<file path="src/rtl/hack_pkg.sv">
// rtl/hack_pkg.sv - shared constants and state encoding for the Hack MUL extension
package hack_pkg;

    typedef enum logic [1:0] {
        IDLE  = 2'd0,
        ADD   = 2'd1,
        SHIFT = 2'd2,
        DONE  = 2'd3
    } mul_state_t;

    // ALU control word {zx, nx, zy, ny, f, no}: plain x+y
    localparam logic [5:0] ALU_CTRL_ADD = 6'b000010;

    localparam int MUL_ITERS = 16;

endpackage

</file>
<file path="src/rtl/ALU.sv">
// rtl/ALU.sv - 16-bit Hack ALU
//
// Ports:
//   x, y          16-bit operands
//   zx, nx        zero / negate x before the function
//   zy, ny        zero / negate y before the function
//   f             1: x+y, 0: x&y
//   no            negate the function result
//   out           16-bit result
//   zr            out == 0
//   ng            out[15]
module ALU (
    input  logic [15:0] x,
    input  logic [15:0] y,
    input  logic        zx,
    input  logic        nx,
    input  logic        zy,
    input  logic        ny,
    input  logic        f,
    input  logic        no,
    output logic [15:0] out,
    output logic        zr,
    output logic        ng
);

    logic [15:0] x_z, x_n, y_z, y_n, fx;

    always_comb begin
        x_z = zx ? 16'd0 : x;
        x_n = nx ? ~x_z : x_z;
        y_z = zy ? 16'd0 : y;
        y_n = ny ? ~y_z : y_z;
        fx  = f ? (x_n + y_n) : (x_n & y_n);
        out = no ? ~fx : fx;
        zr  = (out == 16'd0);
        ng  = out[15];
    end

endmodule

</file>
<file path="src/rtl/alu_mul_seq.sv">
// rtl/alu_mul_seq.sv - shift-and-add 16x16 multiplier sequenced through one Hack ALU
//
// Ports:
//   clk      rising-edge clock
//   reset    asynchronous active-high reset
//   start    request, sampled only when not busy
//   a, b     multiplicand / multiplier, captured on accepted start
//   busy     operation in progress
//   done     one-cycle pulse, product/zr/ng valid
//   product  low 16 bits of a*b, held until the next completion
//   zr, ng   product == 0, product[15]
//
// Optional feature: define MUL_EARLY_EXIT_EN to finish as soon as the
// remaining multiplier bits are all zero (data-dependent latency).
module alu_mul_seq
    import hack_pkg::*;
(
    input  logic        clk,
    input  logic        reset,
    input  logic        start,
    input  logic [15:0] a,
    input  logic [15:0] b,
    output logic        busy,
    output logic        done,
    output logic [15:0] product,
    output logic        zr,
    output logic        ng
);

    mul_state_t  state, state_next;
    logic [15:0] acc, mc, mp;
    logic [3:0]  cnt;
    logic [15:0] alu_x, alu_y, alu_out;
    logic        alu_zr_unused, alu_ng_unused;
    logic        accept;
    logic        last_iter;
    logic [15:0] mp_shifted;
    logic [15:0] result;

    assign accept     = start && (state == IDLE || state == DONE);
    assign mp_shifted = {1'b0, mp[15:1]};
    assign busy       = (state == ADD) || (state == SHIFT);
    assign done       = (state == DONE);

`ifdef MUL_EARLY_EXIT_EN
    assign last_iter = (mp_shifted == 16'd0) || (cnt == 4'(MUL_ITERS - 1));
`else
    assign last_iter = (cnt == 4'(MUL_ITERS - 1));
`endif

    // ADD accumulates the multiplicand; SHIFT doubles it by adding it to itself
    always_comb begin
        alu_x = (state == ADD) ? acc : mc;
        alu_y = mc;
    end

    ALU u_alu (
        .x   (alu_x),
        .y   (alu_y),
        .zx  (ALU_CTRL_ADD[5]),
        .nx  (ALU_CTRL_ADD[4]),
        .zy  (ALU_CTRL_ADD[3]),
        .ny  (ALU_CTRL_ADD[2]),
        .f   (ALU_CTRL_ADD[1]),
        .no  (ALU_CTRL_ADD[0]),
        .out (alu_out),
        .zr  (alu_zr_unused),
        .ng  (alu_ng_unused)
    );

    always_comb begin
        state_next = state;
        case (state)
            IDLE, DONE: begin
                if (start) begin
`ifdef MUL_EARLY_EXIT_EN
                    state_next = (b == 16'd0) ? DONE : ADD;
`else
                    state_next = ADD;
`endif
                end else begin
                    state_next = IDLE;
                end
            end
            ADD:     state_next = SHIFT;
            SHIFT:   state_next = last_iter ? DONE : ADD;
            default: state_next = IDLE;
        endcase
    end

    // DONE is entered either from SHIFT (acc holds the final sum) or directly
    // from an accepted start with b==0, where the product is zero
    assign result = (state == SHIFT) ? acc : 16'd0;

    always_ff @(posedge clk or posedge reset) begin
        if (reset) begin
            state <= IDLE;
        end else begin
            state <= state_next;
        end
    end

    always_ff @(posedge clk or posedge reset) begin
        if (reset) begin
            acc     <= 16'd0;
            mc      <= 16'd0;
            mp      <= 16'd0;
            cnt     <= 4'd0;
            product <= 16'd0;
            zr      <= 1'b1;
            ng      <= 1'b0;
        end else begin
            if (accept) begin
                acc <= 16'd0;
                mc  <= a;
                mp  <= b;
                cnt <= 4'd0;
            end else if (state == ADD) begin
                if (mp[0]) begin
                    acc <= alu_out;
                end
            end else if (state == SHIFT) begin
                mc  <= alu_out;
                mp  <= mp_shifted;
                cnt <= cnt + 4'd1;
            end

            if (state_next == DONE) begin
                product <= result;
                zr      <= (result == 16'd0);
                ng      <= result[15];
            end
        end
    end

endmodule

</file>
<file path="config.mk">
export PLATFORM = sky130hd
export DESIGN_NAME = alu_mul_seq
export DESIGN_NICKNAME = d
export VERILOG_FILES = /design/src/rtl/hack_pkg.sv /design/src/rtl/ALU.sv /design/src/rtl/alu_mul_seq.sv
export SDC_FILE = /design/constraint.sdc
export NUM_CORES = 1
export LEC_CHECK = 0
export ABC_AREA = 1
export BUFFER_PORTS_ARGS = -buffer_cell sky130_fd_sc_hd__buf_4
export CORE_MARGIN = 2
export CORE_UTILIZATION = 37
export DETAILED_ROUTE_END_ITERATION = 6
export GPL_TIMING_DRIVEN = 0
export PLACE_DENSITY = 0.59
export SYNTH_ARGS = -nofsm -noshare
export SYNTH_HDL_FRONTEND = slang
export SYNTH_SLANG_ARGS = --single-unit
</file>
<file path="constraint.sdc">
create_clock -name clk -period 3.1 [get_ports clk]
set_clock_uncertainty 0.1 [all_clocks]
set_input_delay 0.62 -clock clk [delete_from_list [all_inputs] [get_ports clk]]
set_output_delay 0.62 -clock clk [all_outputs]
set_load 0.01 [all_outputs]
</file>
==> flow_summary.toml <==
[finish]
fin_util = 0.464
regArea_mm2 = 0.00178
area_growth_pct = 23.7
final_common_cell = "nand2_1"
fin_nets = 677
mostFrequentLayoutCells = "nand2_1 (179), inv_1 (77), dfrtp_1 (70)"
antennaDiodeCount = 0
drive_above_1_share = 0.177
multi_input_area_mm2 = 0.00206
fillers = 1133
layout.cells.non_filler = 766

[grt]
grt_overflow_total = 0
grt_max_degree = 71
grt_first_pass_wirelength_um = 18800
grt_pass1_vias = 3680
antenna_found_initial = 0
grtUsageTotal = 0.193

[drt]
num_vias = 3701
drt_first_iter_violations = 237
wl_per_cell_um = 14.6
drc = 0
drt-vias-per-instance = 4.83
wl_um = 11200
drt_pre_antenna_iters = 4
ant_nets = 0

[setup_path]
crit_type = "flop to flop"
max_stage_delay_ps = 400
critical_path.top_delay_family = "adder cells"
critPathRequiredTime_ps = 3220
crit_chain = "inv_1, ha_2, inv_2, o21ai_0, ha_1, inv_1, fa_1, inv_1, nand4_1, nand2_1, nand2_1, nand2_1, nand2_1, nand4_1, nand2_1"
critPathLaunchType = "flop"
crit_fanout = 11
crit_buf_inv = 4
crit_path_frequent_cell = "nand2_1"
reg2reg_slack_ps = 310
cp_slowest_cell = "dfrtp_1"
crit_arrival_ps = 2910
end_kind = "flop"

[floorplan]
num_rows = 39
start_util = 0.375
die_w_um = 111
io_pins = 55
die_area_mm2 = 0.0123
core_area_mm2 = 0.0113
fp.dieH_um = 111

[synthesis]
syn_area_per_cell_um2 = 7.67
syn_nets = 612
synth_cell_type_count = 37
netlist_instances = 553
synth_flop_cell = "dfrtp_1"
async_flop_share = 1.00
synth-edff-count = 0
synth_seq_cells = 71
yosysWarnings = 0
synth_area_mm2 = 0.00424
seq_area_frac_synth = 0.419

[sta]
maxSlewHeadroom = 0.650
period_share = 0.901
period_minus_slack_ps = 2790
fin_tns_setup_ps = 0
setup_viol = 0
finalHoldViolCount = 0
fmax_ghz = 0.358
worst_slew_pin_slew_ps = 526
rsz0062_at_grt = "false"
slew_violations = 0

[clocking]
clk_pin_slew_worst_paths_ps = 60
cts_htree_levels = 3
cts_max_path_buffers = 2
postCtsSetupBuffers = 0
cts_tree = "done"
numCtsBuffers = 9
ctsRootBufferMaster = "clkbuf_16"
cts_sinks = 71
clk-insertion-delay-late_ps = 340

[placed_design]
place.gp.congestion = 0.948
dp_hpwl_um = 8410
dp_cells = 751
port_buffers = 54

[worst_hold_path]
hold_class = "input pin to async pin"

[run_status]
status = "finished, final reports clean"

[job]
cap_violations = 0
cell type report:
cell class	instances	area share
timing repair buffer	55	0.0825
inverter	81	0.0584
buffer	19	0.0195
clock buffer	9	0.0429
sequential	71	0.339
tap	143	0.0341
multi-input combinational	381	0.392
clock inverter	7	0.0319
logic make-up after synthesis:
family,synth area share
AOI/OAI and AO/OA,0.115
adders and majority gates,0.0726
buffers and inverters,0.0965
xor gates and xnor gates,0.00826
muxes,0.0363
and+or+nand+nor,0.252
DFF,0.419
worst reg2reg max path: stages, from the launching register on:
cell	delay [ps]
dfrtp_1	400
inv_1	90
ha_2	280
inv_2	130
o21ai_0	210
ha_1	210
inv_1	60
fa_1	360
inv_1	110
nand4_1	110
nand2_1	190
nand2_1	110
nand2_1	70
nand2_1	60
nand4_1	120
nand2_1	80
sequential cells by signal (all words and copies together) (netlist names):
| register | count |
|---|---|
| acc | 16 |
| alu_y | 16 |
| mp | 16 |
| product | 16 |
| cnt | 4 |
| state | 2 |
| zr | 1 |
what timing repair did:
item,4_1_cts,5_1_grt
resized for setup,0,3
hold buffers,0,0
endpoints found under the setup margin,0,23
through the flow:
| stage | hold WS, ps | worst slack (ps) | instance area [µm²] |
|---|---|---|---|
| after floorplan | 352 | 585 | 4240 |
| after global placement | 371 | -381 | 4830 |
| after detailed placement | 372 | 60.6 | 4860 |
| after CTS | 37.5 | 32.6 | 5250 |
| after global routing | 38.5 | 30.2 | 5250 |
| final | 42.7 | 306 | 5250 |
synthesized netlist by cell type (2+ instances only):
cell type	count	area, µm²
nor2_1	20	75.1
xor2_1	2	17.5
mux2_4	8	120
ha_1	23	288
a21oi_1	19	95.1
nor3_1	2	10.0
and2_1	2	12.5
or2_2	2	12.5
xnor2_1	2	17.5
buf_4	3	22.5
o21bai_1	3	22.5
nand2_2	3	18.8
mux2_2	3	33.8
inv_2	3	11.3
o211ai_1	6	45.0
nand2_1	179	672
nand4_1	10	62.6
o221ai_1	3	26.3
nor4_1	4	25.0
inv_1	78	293
o21ai_0	42	210
o22ai_1	2	12.5
buf_2	9	45.0
o31ai_1	5	37.5
nand3b_1	2	15.0
dfrtp_1	70	1750
nand3_1	32	160
a31oi_1	2	12.5
clkbuf_1	6	22.5
layer usage:
metal,wire (µm),track usage,part of all wire,vias up
met1,5260,0.262,0.47,1673
met4,261,0.0749,0.023,0
met3,592,0.0361,0.053,18
li1,-,-,-,1916
met2,5060,0.308,0.45,94
met5,0,0,0,-
worst paths after layout:
check / start / to / cells after the start
max in group asynchronous: reset / zr / 3
setup / recovery: state[1] / acc[14] / 15
hold / removal: reset / product[0] / 2
min in group clk: product[0] / product[0] / 2
hold reg to reg: product[0] / product[0] / 2
setup reg to reg: state[1] / acc[14] / 15
Power is left out: the tool's default activity adds up to more than one toggle a clock period on the data nets, which glitch-free logic cannot reach.
